## src/rtl/echo_repeat_fifo.sv

```systemverilog
`default_nettype none
// ============================================================================
// Module      : echo_repeat_fifo
// Description : DEPTH-entry request FIFO. Each request carries a payload and
//               a repeat count, and is replayed on the indication port once
//               per repetition with a sequence index.
//               Optional statistics counters: ECHO_REPEAT_FIFO_STATS_EN.
// Revision    : 1.0 - initial release
// ============================================================================
module echo_repeat_fifo #(
  parameter int DATA_WIDTH = 32,
  parameter int DEPTH      = 4,
  parameter int CNT_WIDTH  = 4
) (
  input  logic                       CLK,
  input  logic                       nRST,
  input  logic                       say__ENA,
  input  logic [DATA_WIDTH-1:0]      say_v,
  input  logic [CNT_WIDTH-1:0]       say_n,
  output logic                       say__RDY,
  input  logic                       respond_rule__ENA,
  output logic                       respond_rule__RDY,
  output logic                       ind_heard__ENA,
  output logic [DATA_WIDTH-1:0]      ind_heard_heard_v,
  output logic [CNT_WIDTH-1:0]       ind_heard_heard_seq,
  input  logic                       ind_heard__RDY,
  output logic [$clog2(DEPTH):0]     occupancy
`ifdef ECHO_REPEAT_FIFO_STATS_EN
  ,
  output logic [31:0]                stat_said,
  output logic [31:0]                stat_heard,
  output logic [31:0]                stat_full_stall
`endif
);

  localparam int                     ADDR_W   = $clog2(DEPTH);
  localparam logic [ADDR_W:0]        OCC_FULL = (ADDR_W+1)'(DEPTH);
  localparam logic [ADDR_W:0]        OCC_ONE  = (ADDR_W+1)'(1);
  localparam logic [ADDR_W-1:0]      PTR_ONE  = ADDR_W'(1);
  localparam logic [CNT_WIDTH-1:0]   CNT_ONE  = CNT_WIDTH'(1);

  typedef enum logic [0:0] {
    ST_IDLE = 1'b0,
    ST_EMIT = 1'b1
  } state_t;

  state_t                  state_q, state_d;
  logic [ADDR_W-1:0]       wr_ptr_q, wr_ptr_d;
  logic [ADDR_W-1:0]       rd_ptr_q, rd_ptr_d;
  logic [ADDR_W:0]         occ_q, occ_d;
  logic [CNT_WIDTH-1:0]    rep_q, rep_d;

  logic [DATA_WIDTH-1:0]   mem_v_q [DEPTH];
  logic [CNT_WIDTH-1:0]    mem_n_q [DEPTH];

  logic                    enq;
  logic                    fire;
  logic                    pop;
  logic                    head_last;
  logic [CNT_WIDTH-1:0]    n_eff;
  logic [DATA_WIDTH-1:0]   head_v;
  logic [CNT_WIDTH-1:0]    head_n;

  // Handshake decode: no bypass in either direction, so status depends on
  // registered occupancy only.
  always_comb begin
    say__RDY          = (occ_q != OCC_FULL);
    respond_rule__RDY = (state_q == ST_EMIT) & ind_heard__RDY;
    enq               = say__ENA & say__RDY;
    fire              = respond_rule__ENA & respond_rule__RDY;
    n_eff             = (say_n == '0) ? CNT_ONE : say_n;
    head_v            = mem_v_q[rd_ptr_q];
    head_n            = mem_n_q[rd_ptr_q];
    head_last         = (rep_q == (head_n - CNT_ONE));
    pop               = fire & head_last;
  end

  // Indication outputs are driven straight from the head entry.
  always_comb begin
    ind_heard__ENA      = fire;
    ind_heard_heard_v   = head_v;
    ind_heard_heard_seq = rep_q;
    occupancy           = occ_q;
  end

  // Respond FSM: walks the repetition index of the head entry and pops it
  // after the last beat. Without a fire everything holds.
  always_comb begin
    state_d  = state_q;
    rep_d    = rep_q;
    rd_ptr_d = rd_ptr_q;
    case (state_q)
      ST_IDLE: begin
        rep_d = '0;
        if (enq) begin
          state_d = ST_EMIT;
        end
      end
      ST_EMIT: begin
        if (fire) begin
          if (head_last) begin
            rep_d    = '0;
            rd_ptr_d = rd_ptr_q + PTR_ONE;
            if ((occ_q == OCC_ONE) && !enq) begin
              state_d = ST_IDLE;
            end
          end else begin
            rep_d = rep_q + CNT_ONE;
          end
        end
      end
      default: begin
        state_d = ST_IDLE;
        rep_d   = '0;
      end
    endcase
  end

  // Write pointer and occupancy bookkeeping; a simultaneous enq and pop
  // leaves occupancy unchanged.
  always_comb begin
    wr_ptr_d = enq ? (wr_ptr_q + PTR_ONE) : wr_ptr_q;
    case ({enq, pop})
      2'b10:   occ_d = occ_q + OCC_ONE;
      2'b01:   occ_d = occ_q - OCC_ONE;
      default: occ_d = occ_q;
    endcase
  end

  // Control state register; reset discards all stored entries.
  always_ff @(posedge CLK or negedge nRST) begin
    if (!nRST) begin
      state_q  <= ST_IDLE;
      wr_ptr_q <= '0;
      rd_ptr_q <= '0;
      occ_q    <= '0;
      rep_q    <= '0;
    end else begin
      state_q  <= state_d;
      wr_ptr_q <= wr_ptr_d;
      rd_ptr_q <= rd_ptr_d;
      occ_q    <= occ_d;
      rep_q    <= rep_d;
    end
  end

  // Storage array write; contents are qualified by occupancy so no reset.
  always_ff @(posedge CLK) begin
    if (enq) begin
      mem_v_q[wr_ptr_q] <= say_v;
      mem_n_q[wr_ptr_q] <= n_eff;
    end
  end

`ifdef ECHO_REPEAT_FIFO_STATS_EN
  logic [31:0] stat_said_q, stat_said_d;
  logic [31:0] stat_heard_q, stat_heard_d;
  logic [31:0] stat_full_stall_q, stat_full_stall_d;

  // Free-running event counters, wrapping naturally at 2^32.
  always_comb begin
    stat_said_d       = stat_said_q + 32'(enq);
    stat_heard_d      = stat_heard_q + 32'(fire);
    stat_full_stall_d = stat_full_stall_q + 32'(say__ENA & ~say__RDY);
    stat_said         = stat_said_q;
    stat_heard        = stat_heard_q;
    stat_full_stall   = stat_full_stall_q;
  end

  // Statistics registers.
  always_ff @(posedge CLK or negedge nRST) begin
    if (!nRST) begin
      stat_said_q       <= '0;
      stat_heard_q      <= '0;
      stat_full_stall_q <= '0;
    end else begin
      stat_said_q       <= stat_said_d;
      stat_heard_q      <= stat_heard_d;
      stat_full_stall_q <= stat_full_stall_d;
    end
  end
`endif

endmodule
`default_nettype wire

```

## config.mk

```make
export PLATFORM = sky130hd
export DESIGN_NAME = echo_repeat_fifo
export DESIGN_NICKNAME = d
export VERILOG_FILES = /design/src/rtl/echo_repeat_fifo.sv
export SDC_FILE = /design/constraint.sdc
export NUM_CORES = 1
export LEC_CHECK = 0
export BUFFER_PORTS_ARGS = -buffer_cell sky130_fd_sc_hd__buf_2
export CAP_MARGIN = 40
export CORE_MARGIN = 2
export CORE_UTILIZATION = 30
export CTS_BUF_LIST = sky130_fd_sc_hd__clkbuf_4 sky130_fd_sc_hd__clkbuf_8
export DETAILED_ROUTE_END_ITERATION = 8
export PLACE_DENSITY = 0.47
export REMOVE_ABC_BUFFERS = 1
export SKIP_CTS_REPAIR_TIMING = 1
export SLEW_MARGIN = 25
export SYNTH_ARGS = -nofsm -noshare
export SYNTH_HDL_FRONTEND = slang
export SYNTH_SLANG_ARGS = --single-unit
```

## constraint.sdc

```tcl
create_clock -name CLK -period 4.6 [get_ports CLK]
set_input_delay 0.23 -clock CLK [delete_from_list [all_inputs] [get_ports CLK]]
set_output_delay 0.23 -clock CLK [all_outputs]
set_load 0.02 [all_outputs]
```

==> parameters.txt, run 1 <==
Parameter                              Value

Floorplan
  Placeable core area    0.01959 mm2
  Total die area    0.02122 mm2
  Row count    51
  Effective utilization at floorplan    0.3073
  I/O pin cnt    83
  Die X-Extent    145.7 um
  Height of the die    145.7 um

Global route
  Maximum number of pins on one net before global-route repair    37
  Global router's overall resource usage    0.1160
  Wire length of the first global-routing pass    18.35 mm
  Number of antenna violations at the first check in global routing    0
  Global-route congestion overflow total    0
  Number of global-route vias before repair    3,129

Placement
  # placed instances    612
  RePlAce Congestion    0.7049
  Detail Placement HPWL    6.955 mm
  Input/output buffers    82

Timing
  Setup-violating endpoint count in the final report    0
  Share of the clock period used by the worst path    0.6959
  Worst Clk Skew    0.007642 ns
  Number of endpoints with negative hold slack in the final report    0
  Final worst hold slack    0.01712 ns
  Final Slew Violations    0
  Total negative slack    0 ns
  Unrepaired setup endpoints after global routing    no
  Tightest Pin Transition    0.6260 ns
  Shortest period the worst path allows    3.201 ns
  Fmax    0.3124 GHz
  Rel. slew slack    0.5826

Detailed routing
  Iteration count of the initial detailed-routing pass    4
  Residual DRC count    0
  Initial drt markers    115
  Post-detailed-route wirelength per cell    17.27 um
  Total routed wirelength    11.66 mm
  Vias post-DR    2,978
  Routed vias/inst    4.412
  Antenna viol nets, final    0

Yosys
  Main area contributors after synthesis    edfxtp_1 72%, mux4_2 13%, dfrtp_1 5.0%
  Syn avg cell area    21.97 um2
  Number of instances in the synthesized netlist    274
  Complex-gate fraction of the synthesized area    0.009144
  Portion of synthesized cell area occupied by the leading cell type    0.7182
  Adder-Cell Fraction of Synth Area    0.02286
  XOR/XNOR share of the synthesized area    0.02140
  Number of warnings reported in the yosys synthesis log    0
  Share of cell area taken by muxes after synthesis    0.1363
  Cell taking the most area after synthesis    edfxtp_1
  Simple-gate portion of the synthesized area    0.02722
  Sequential cell area fraction in the yosys report    0.7681
  Flip-flop and latch count after synthesis    156
  Main combinational cell family by area after synthesis    multiplexers
  Count of distinct cell types in the synthesized netlist    28
  Post-synthesis instance area    0.006021 mm2

Layout
  Final cell count without fillers    675
  Antenna cells    0
  Core Util, Final    0.3803
  Area Overhead vs Synth    23.75%
  Share of final-layout standard cells stronger than drive strength 1    0.3902
  Nets    449
  Fill cell instance count of the final layout    1,851

Critical path
  Combined buffer and inverter count along the critical path    1
  Count of cells along the worst register-to-register path    9
  Most repeated library cell on the critical path    xnor2_2
  CP max stage delay    0.62 ns
  Kind of cell adding the most delay to the critical path    multiplexers
  Critical path data arrival time    3.52 ns
  Critical path class    register to register
  CP cell instances    buf_4, mux4_2, xnor2_2, xnor2_2, nor3_4, ha_1, mux2i_1, nor2_1, xor2_1
  Critical path fanouts, max    27
  Depth of the critical timing path with buffers and inverters included    9
  Data required time at the worst endpoint    4.92 ns
  Kind of end point of the critical path    register
  Critical-path cell with the highest stage delay    dfrtp_2
  Startpoint Class    register

Power
  Max rail drop VDD    0.2529 mV
  Areal power density over the cells    605.6 mW/mm2
  Total leakage power    2.632 nW
  Post-route total power    4.512 mW

Clocking
  H-tree lvl count    4
  Clock tree from TritonCTS    yes
  TritonCTS Buffers    17
  Clock edge transition at the registers on the reported setup and hold paths    0.08 ns
  Deepest clock path buffer count    2
  Cell chosen for the clock root    clkbuf_8
  Insertion delay of the later-clocked pin in the worst-skew pair    0.43 ns
  Number of sinks handled by clock tree synthesis    156

Run status
  Outcome    completed

Worst hold path
  Min-Delay Path Class    primary input to register
  Worst hold path cell count    1

Job
  Maxcap violations    0
-- power breakdown --
part	total [mW]	internal [mW]	leakage (nW)	switching, mW
Clock	1.02	0.534	0.204	0.486
Sequential	2.02	1.88	1.46	0.149
Combinational	1.47	0.603	0.969	0.866
-- Yosys cell counts (all sizes together) --
| cell type | number |
|---|---|
| xor2 | 6 |
| mux2i | 1 |
| or2 | 1 |
| clkbuf | 6 |
| a31oi | 1 |
| nor4 | 1 |
| o311ai | 1 |
| nor3 | 3 |
| o21ai | 7 |
| edfxtp | 144 |
| a21oi | 1 |
| nor2 | 3 |
| buf | 5 |
| dfrtp | 12 |
| nand3 | 6 |
| ha | 11 |
| nand2 | 4 |
| xnor2 | 7 |
| mux4 | 36 |
| nor3b | 1 |
| inv | 10 |
| and3 | 5 |
| and2 | 2 |
-- logic make-up (layout without fill, tap and decap cells) --
group	count (synthesis)	count (layout)
flip-flops	156	156
buffers and inverters	21	157
XOR/XNOR	13	13
AND/OR/NAND/NOR	26	26
adder cells (fa/ha/maj)	11	11
multiplexers	37	37
AO/OA/AOI/OAI	10	10
-- metrics by stage --
stage	setup slack, ns	area (um2)
final	1.399	7451
after global routing	1.145	7451
after floorplan	0.7315	5968
after CTS	1.325	7141
after detailed placement	1.338	6748
after global placement	1.380	6733
-- worst paths after layout --
path,startpoint,slack (ns),to
min,say_v[26],0.02,mem_v_q[2][26]
max,rd_ptr_q[0],1.40,occupancy[2]
min in group asynchronous,nRST,0.20,ind_heard_heard_seq[3]
max reg2reg,rd_ptr_q[0],1.40,occupancy[2]
max in group asynchronous,nRST,4.15,rd_ptr_q[0]
min reg2reg,occupancy[2],0.54,occupancy[2]
-- cells in the final DEF, fill, tap and decap left out, drive strengths merged --
| cell | Yosys | routed |
|---|---|---|
| and2 | 2 | 2 |
| nor3 | 3 | 3 |
| dfrtp | 12 | 12 |
| mux4 | 36 | 36 |
| nand3 | 6 | 6 |
| or2 | 1 | 1 |
| a21oi | 1 | 1 |
| nand2 | 4 | 4 |
| mux2i | 1 | 1 |
| buf | 5 | 84 |
| nor3b | 1 | 1 |
| xnor2 | 7 | 7 |
| edfxtp | 144 | 144 |
| o311ai | 1 | 1 |
| dlygate4sd3 | 0 | 31 |
| nor2 | 3 | 3 |
| clkbuf | 6 | 18 |
| xor2 | 6 | 6 |
| o21ai | 7 | 7 |
| inv | 10 | 11 |
| and3 | 5 | 5 |
| ha | 11 | 11 |
| nor4 | 1 | 1 |
| bufinv | 0 | 3 |
| a31oi | 1 | 1 |
| clkinv | 0 | 10 |
-- registers in the layout, summed over array words and instances, names as in the netlist --
name and cells:
occupancy 3, mem_v_q 128, state_q 1, mem_n_q 16, wr_ptr_q 2, rd_ptr_q 2
ind_heard_heard_seq 4
-- worst reg2reg max path, stage by stage (launching register included) --
cell and delay [ns]:
dfrtp_2 0.62, buf_4 0.56, mux4_2 0.63, xnor2_2 0.16, xnor2_2 0.20, nor3_4 0.23
ha_1 0.23, mux2i_1 0.23, nor2_1 0.07, xor2_1 0.14
-- area by class of cell --
class,count,area (um2),share of cell area
flip-flops and latches,156,4627,0.6210
multi-input cells,97,1326,0.1780
clock buffers,18,241.5,0.03241
clock inverters,14,151.4,0.02032
repair buffers,115,735.7,0.09874
inverters,10,37.54,0.005038
well taps,265,331.6,0.04450
-- per-layer routing --
layer | wire length (um) | global-route usage | up-vias
met2 | 5576 | 0.1844 | 67
met1 | 5290 | 0.1479 | 1548
met3 | 598 | 0.04483 | 13
met5 | 0 | 0 | -
met4 | 193 | 0.03480 | 0
li1 | - | - | 1350
Power figures use the tool's default switching activity.
==> run 2, diff against run 1 <==
--- a/config.mk
+++ b/config.mk
@@ -5,13 +5,14 @@
 export SDC_FILE = /design/constraint.sdc
 export NUM_CORES = 1
 export LEC_CHECK = 0
+export ABC_AREA = 1
 export BUFFER_PORTS_ARGS = -buffer_cell sky130_fd_sc_hd__buf_2
 export CAP_MARGIN = 40
 export CORE_MARGIN = 2
 export CORE_UTILIZATION = 30
 export CTS_BUF_LIST = sky130_fd_sc_hd__clkbuf_4 sky130_fd_sc_hd__clkbuf_8
 export DETAILED_ROUTE_END_ITERATION = 8
-export PLACE_DENSITY = 0.47
+export PLACE_DENSITY = 0.49
 export REMOVE_ABC_BUFFERS = 1
 export SKIP_CTS_REPAIR_TIMING = 1
 export SLEW_MARGIN = 25
==> constraint.sdc (replaced) <==
create_clock -name CLK -period 2.8 [get_ports CLK]
set_input_delay 0.14 -clock CLK [delete_from_list [all_inputs] [get_ports CLK]]
set_output_delay 0.14 -clock CLK [all_outputs]
set_load 0.02 [all_outputs]
==> parameters.txt, run 2 <==
Parameter                              Value

Run status
  Outcome    completed

Timing
  Unrepaired setup endpoints after global routing    no
  Fmax    0.3886 GHz (+24%)
  Shortest period the worst path allows    2.573 ns (-0.6279 ns)
  Final Worst Setup Slack    0.2269 ns (-1.172 ns)
  Worst Clk Skew    0.01087 ns (+0.003225 ns)
  Share of the clock period used by the worst path    0.9190 (+0.2231)
  Final worst hold slack    0.04768 ns (+0.03056 ns)
  Total negative slack    0 ns (unchanged)
  Number of endpoints with negative hold slack in the final report    0 (unchanged)
  Tightest Pin Transition    0.5858 ns (-0.04024 ns)
  Final Slew Violations    0 (unchanged)
  Setup-violating endpoint count in the final report    0 (unchanged)
  Rel. slew slack    0.6085 (+0.02588)

Clocking
  Number of sinks handled by clock tree synthesis    156 (unchanged)
  Clock edge transition at the registers on the reported setup and hold paths    0.08 ns (about the same)
  Cell chosen for the clock root    clkbuf_8
  Deepest clock path buffer count    2 (unchanged)
  H-tree lvl count    4 (unchanged)
  Clock tree from TritonCTS    yes
  TritonCTS Buffers    17 (unchanged)
  Insertion delay of the later-clocked pin in the worst-skew pair    0.44 ns (about the same)

Detailed routing
  Antenna viol nets, final    0 (unchanged)
  Vias post-DR    3,980 (+34%)
  Routed vias/inst    4.564 (+3.5%)
  Total routed wirelength    13.68 mm (+17%)
  Post-detailed-route wirelength per cell    15.68 um (-9.2%)
  Iteration count of the initial detailed-routing pass    5 (+1)
  Initial drt markers    244 (+110%)
  Residual DRC count    0 (unchanged)

Floorplan
  Height of the die    148.0 um (+1.6%)
  Die X-Extent    148.0 um (+1.6%)
  I/O pin cnt    83 (unchanged)
  Effective utilization at floorplan    0.3063 (-0.001064)
  Row count    52 (+2.0%)
  Total die area    0.02189 mm2 (+3.2%)
  Placeable core area    0.02030 mm2 (+3.6%)

Critical path
  Critical path class    register to register
  Most repeated library cell on the critical path    nand2_1
  Critical path data arrival time    2.92 ns (-0.60 ns)
  Count of cells along the worst register-to-register path    16 (+7)
  Kind of end point of the critical path    register
  Kind of cell adding the most delay to the critical path    simple AND/OR/NAND/NOR gates
  Depth of the critical timing path with buffers and inverters included    16 (+7)
  Combined buffer and inverter count along the critical path    3 (+2)
  Startpoint Class    register
  CP max stage delay    0.46 ns (-0.16 ns)
  Data required time at the worst endpoint    3.14 ns (-1.78 ns)
  CP cell instances    buf_4, nand3_1, nand2_1, ha_1, xnor2_1, inv_1, nand2_1, nand2_1, nor2_4, nand2_4, nor2_4, ha_1, nor2_1, o21ai_0, xor2_1, inv_1
  Critical path fanouts, max    11 (-59%)
  Critical-path cell with the highest stage delay    dfrtp_2

Placement
  Area after detailed placement    0.007022 mm2 (+4.1%)
  # placed instances    805 (+32%)
  Pre-CTS WS    0.2442 ns (-1.094 ns)
  Input/output buffers    82 (unchanged)
  Detail Placement HPWL    7.912 mm (+14%)
  RePlAce Congestion    0.7228 (+2.5%)

Power
  Post-route total power    7.842 mW (+74%)
  Total leakage power    2.877 nW (+9.3%)
  Max rail drop VDD    0.3833 mV (+52%)
  Areal power density over the cells    1008 mW/mm2 (+66%)

Layout
  Reg with most FFs    mem_v_q
  Max FFs per register    128 (unchanged)
  Final Instance Area    0.007777 mm2 (+4.4%)
  Area Overhead vs Synth    25.10%
  Core Util, Final    0.3831 (+0.002795)
  Antenna cells    0 (unchanged)
  Most common cell after layout, fill and taps aside    edfxtp_1
  Final cell count without fillers    872 (+29%)
  Share of final-layout standard cells stronger than drive strength 1    0.2392 (-0.1510)
  Commonest cells after routing, fill and taps aside    144 x edfxtp_1, 82 x buf_2, 70 x nor2_1, 66 x o21ai_0, 41 x nand2_1
  Nets    642 (+43%)
  Fill cell instance count of the final layout    1,992 (+7.6%)

Yosys
  Commonest cells post-synth    144 x edfxtp_1, 74 x nor2_1, 66 x o21ai_0
  Number of warnings reported in the yosys synthesis log    0 (unchanged)
  Share of cell area taken by muxes after synthesis    0 (-0.1363)
  Post-synthesis instance area    0.006217 mm2 (+3.3%)
  Flip-flop and latch count after synthesis    156 (unchanged)
  Adder-Cell Fraction of Synth Area    0.02214 (-0.0007223)
  Async set-reset flop share out of synthesis    0.07692 (unchanged)
  Number of instances in the synthesized netlist    467 (+70%)
  Most common cell in the synthesized netlist    edfxtp_1
  Syn avg cell area    13.31 um2 (-39%)
  Main combinational cell family by area after synthesis    simple AND/OR/NAND/NOR gates
  XOR/XNOR share of the synthesized area    0.01268 (-0.008726)
  Portion of synthesized cell area occupied by the leading cell type    0.6955 (-0.02269)
  Main area contributors after synthesis    edfxtp_1 70%, o21ai_0 5.3%, dfrtp_1 4.8%
  Cell taking the most area after synthesis    edfxtp_1
  Count of distinct cell types in the synthesized netlist    27 (-3.6%)
  Number of enable flip-flop cells after synthesis    144 (unchanged)
  Simple-gate portion of the synthesized area    0.09881 (+0.07159)
  Complex-gate fraction of the synthesized area    0.09016 (+0.08102)
  Synth Flop Type    edfxtp_1
  Sequential cell area fraction in the yosys report    0.7438 (-0.02427)

Global route
  Wire length of the first global-routing pass    21.03 mm (+15%)
  Number of global-route vias before repair    3,731 (+19%)
  Maximum number of pins on one net before global-route repair    51 (+38%)
  Global router's overall resource usage    0.1289 (+0.01291)
  Number of antenna violations at the first check in global routing    0 (unchanged)
  Global-route congestion overflow total    0 (unchanged)

Worst hold path
  Min-Delay Path Class    primary input to register
  Worst hold path cell count    2 (+1)

Job
  Maxcap violations    0 (unchanged)
[run 2: cell types whose count changed after synthesis, sizes merged, moves of 2 or more]
cell    delta
nor3       -2
nand3      +9
nand2     +43
inv       +10
and2       -2
nor2      +73
mux4      -36
o22ai     +32
clkbuf    +13
o21ai     +64
xnor2      -3
and3       -5
[run 2: worst paths after layout]
kind | endpoint | slack (ns) | start
min in group asynchronous | occupancy[2] | 0.11 | nRST
max | occupancy[2] | 0.23 | rd_ptr_q[1]
max reg2reg | occupancy[2] | 0.23 | rd_ptr_q[1]
max in group asynchronous | rd_ptr_q[1] | 2.45 | nRST
min reg2reg | state_q | 0.52 | state_q
min | mem_n_q[3][0] | 0.05 | say_n[0]
[run 2: kinds of logic after synthesis]
kind of cell    count (synthesis)
buf+inv                        46
fa+ha+maj                      11
xor+xnor                        9
flops                         156
simple gates                  141
compound gates                104
[run 2: cell type report]
class	instances	area (um2)	area share
clock buffer	19	249.0	0.03201
clock inverter	12	146.4	0.01882
inverter	21	92.59	0.01190
multi-input combinational	265	1421	0.1828
sequential	156	4627	0.5949
tap	270	337.8	0.04344
timing repair buffer	129	903.4	0.1162
[run 2: per-layer routing]
metal  GRT usage  wire [um]  up-vias
met1      0.1689       6524     1969
met4     0.05476        191        0
met2      0.2005       6510       73
met3     0.03765        449       17
li1            -          -     1921
met5           0          0        -
[run 2: power breakdown]
part	internal, mW	total (mW)	switching, mW
logic	0.922	2.90	1.98
registers	3.07	3.25	0.176
clock network	0.892	1.70	0.805
[run 2: worst register-to-register path: stages, from the launching register on]
cell and delay (ns):
dfrtp_2 0.46, buf_4 0.20, nand3_1 0.09, nand2_1 0.10, ha_1 0.21, xnor2_1 0.21
inv_1 0.06, nand2_1 0.06, nand2_1 0.07, nor2_4 0.14, nand2_4 0.08, nor2_4 0.10
ha_1 0.28, nor2_1 0.12, o21ai_0 0.10, xor2_1 0.14, inv_1 0.05
==> run 3, diff against run 2 <==
==> constraint.sdc (replaced) <==
create_clock -name CLK -period 2.8 [get_ports CLK]
set_input_delay 0.14 -clock CLK [delete_from_list [all_inputs] [get_ports CLK]]
set_output_delay 0.14 -clock CLK [all_outputs]
set_load 0.1 [all_outputs]
==> parameters.txt, run 3 (synthesized netlist as in run 2, its figures left out) <==
Parameter                              Value

Detailed routing
  Post-detailed-route wirelength per cell    15.58 um (-0.64%)
  Total routed wirelength    13.71 mm (+0.27%)
  Iteration count of the initial detailed-routing pass    4 (-1)
  Initial drt markers    116 (-52%)
  Antenna viol nets, final    0 (unchanged)
  Residual DRC count    0 (unchanged)
  Routed vias/inst    4.547 (-0.39%)
  Vias post-DR    4,001 (+0.53%)

Critical path
  Data required time at the worst endpoint    3.15 ns (about the same)
  Critical path data arrival time    2.87 ns (-0.05 ns)
  Critical path class    register to register
  Critical path fanouts, max    9 (-2)
  CP max stage delay    0.47 ns (about the same)
  CP cell instances    bufinv_8, nand3_2, nand2_2, ha_1, xor2_1, nand3_2, nor2_4, nand2_4, nor2_4, ha_4, nor2_1, o21ai_0, xor2_1, inv_1
  Kind of end point of the critical path    register
  Startpoint Class    register
  Critical-path cell with the highest stage delay    dfrtp_2

Layout
  Antenna cells    0 (unchanged)
  Most common cell after layout, fill and taps aside    edfxtp_1
  Core Util, Final    0.4118 (+0.02866)
  Nets    650 (+1.2%)
  Max FFs per register    128 (unchanged)
  Share of final-layout standard cells stronger than drive strength 1    0.2557 (+0.01654)
  Area Overhead vs Synth    34.45%
  Reg with most FFs    mem_v_q
  Fill cell instance count of the final layout    1,922 (-3.5%)
  Commonest cells after routing, fill and taps aside    144 x edfxtp_1, 70 x nor2_1, 66 x o21ai_0, 50 x buf_2, 40 x nand2_1

Timing
  Unrepaired setup endpoints after global routing    no
  Total negative slack    0 ns (unchanged)
  Final worst hold slack    0.03444 ns (-0.01324 ns)
  Setup-violating endpoint count in the final report    0 (unchanged)
  Fmax    0.3957 GHz (+1.8%)
  Worst Clk Skew    0.01297 ns (+0.002108 ns)
  Share of the clock period used by the worst path    0.9025 (-0.01649)
  Final Worst Setup Slack    0.2730 ns (+0.04616 ns)
  Rel. slew slack    0.5822 (-0.02634)
  Tightest Pin Transition    0.6252 ns (+0.03942 ns)
  Final Slew Violations    0 (unchanged)
  Number of endpoints with negative hold slack in the final report    0 (unchanged)
  Shortest period the worst path allows    2.527 ns (-0.04616 ns)

Global route
  Number of global-route vias before repair    3,938 (+5.5%)
  Maximum number of pins on one net before global-route repair    49 (-3.9%)
  Wire length of the first global-routing pass    21.11 mm (+0.39%)
  Global-route congestion overflow total    0 (unchanged)
  Number of antenna violations at the first check in global routing    0 (unchanged)
  Global router's overall resource usage    0.1287 (-0.0002140)

Worst hold path
  Min-Delay Path Class    primary input to register

Floorplan
  Total die area    0.02189 mm2 (unchanged)
  Row count    52 (unchanged)
  I/O pin cnt    83 (unchanged)
  Die X-Extent    148.0 um (unchanged)
  Placeable core area    0.02030 mm2 (unchanged)
  Height of the die    148.0 um (unchanged)
  Effective utilization at floorplan    0.3063 (unchanged)

Run status
  Outcome    completed

Clocking
  Number of sinks handled by clock tree synthesis    156 (unchanged)
  Deepest clock path buffer count    2 (unchanged)
  H-tree lvl count    4 (unchanged)
  TritonCTS Buffers    17 (unchanged)
  Clock tree from TritonCTS    yes
  Clock edge transition at the registers on the reported setup and hold paths    0.09 ns (about the same)
  Insertion delay of the later-clocked pin in the worst-skew pair    0.45 ns (about the same)
  Cell chosen for the clock root    clkbuf_8

Placement
  Input/output buffers    82 (unchanged)
  RePlAce Congestion    0.7686 (+6.3%)
  Detail Placement HPWL    8.134 mm (+2.8%)
  Pre-CTS WS    0.1194 ns (-0.1249 ns)

Job
  Maxcap violations    0 (unchanged)
==> run 3: cell types whose count changed in the layout (fill, tap and decap cells not counted), sizes merged <==
cell      before  now
clkinvlp       1    3
clkinv         6    5
clkbuf        19   17
buf           93  101
inv           22   23
==> run 3: path summary, 6_finish.rpt <==
check,from,endpoint,slack (ns),cells after the start
min in group asynchronous,nRST,occupancy[0],0.09,2
min,say_n[0],mem_n_q[2][0],0.03,2
max,rd_ptr_q[1],occupancy[2],0.27,14
max reg2reg,rd_ptr_q[1],occupancy[2],0.27,14
max in group asynchronous,nRST,rd_ptr_q[0],2.47,2
min reg2reg,state_q,state_q,0.51,2
==> run 3: worst max-delay path: cells and delay by family, from the launching register on <==
kind | cells | cell delay, ns
buffers and inverters | 2 | 0.28
XOR/XNOR | 2 | 0.33
AND/OR/NAND/NOR | 7 | 0.78
AO/OA/AOI/OAI | 1 | 0.10
adder cells (fa/ha/maj) | 2 | 0.47
flip-flops | 1 | 0.47
==> run 3: area by class of cell <==
cell class / instances / area (um2) / share of cell area
clock buffer: 17 / 234.0 / 0.02799
clock inverter: 14 / 170.2 / 0.02036
inverter: 21 / 95.09 / 0.01138
multi-input combinational: 265 / 1444 / 0.1727
sequential: 156 / 4627 / 0.5535
tap: 270 / 337.8 / 0.04041
timing repair buffer: 137 / 1451 / 0.1736
==> run 3: per-stage QoR <==
| step | std cells | instance area (um2) |
|---|---|---|
| 6_report | 880 | 8359 |
| 5_1_grt | 880 | 8359 |
| 4_1_cts | 837 | 7914 |
| 3_5_place_dp | 806 | 7510 |
| 3_3_place_gp | 806 | 7510 |
| 2_1_floorplan | 442 | 6108 |
==> run 3: per-layer routing <==
layer | up-vias | share of wire | track usage
met5 | - | 0 | 0
met4 | 0 | 0.013 | 0.05143
met3 | 15 | 0.045 | 0.04167
met2 | 78 | 0.51 | 0.2185
met1 | 1971 | 0.44 | 0.1514
li1 | 1937 | - | -
Power of run 3 is not shown: default switching activity piles up to over one toggle a cycle in this logic, so the estimate is an artifact.
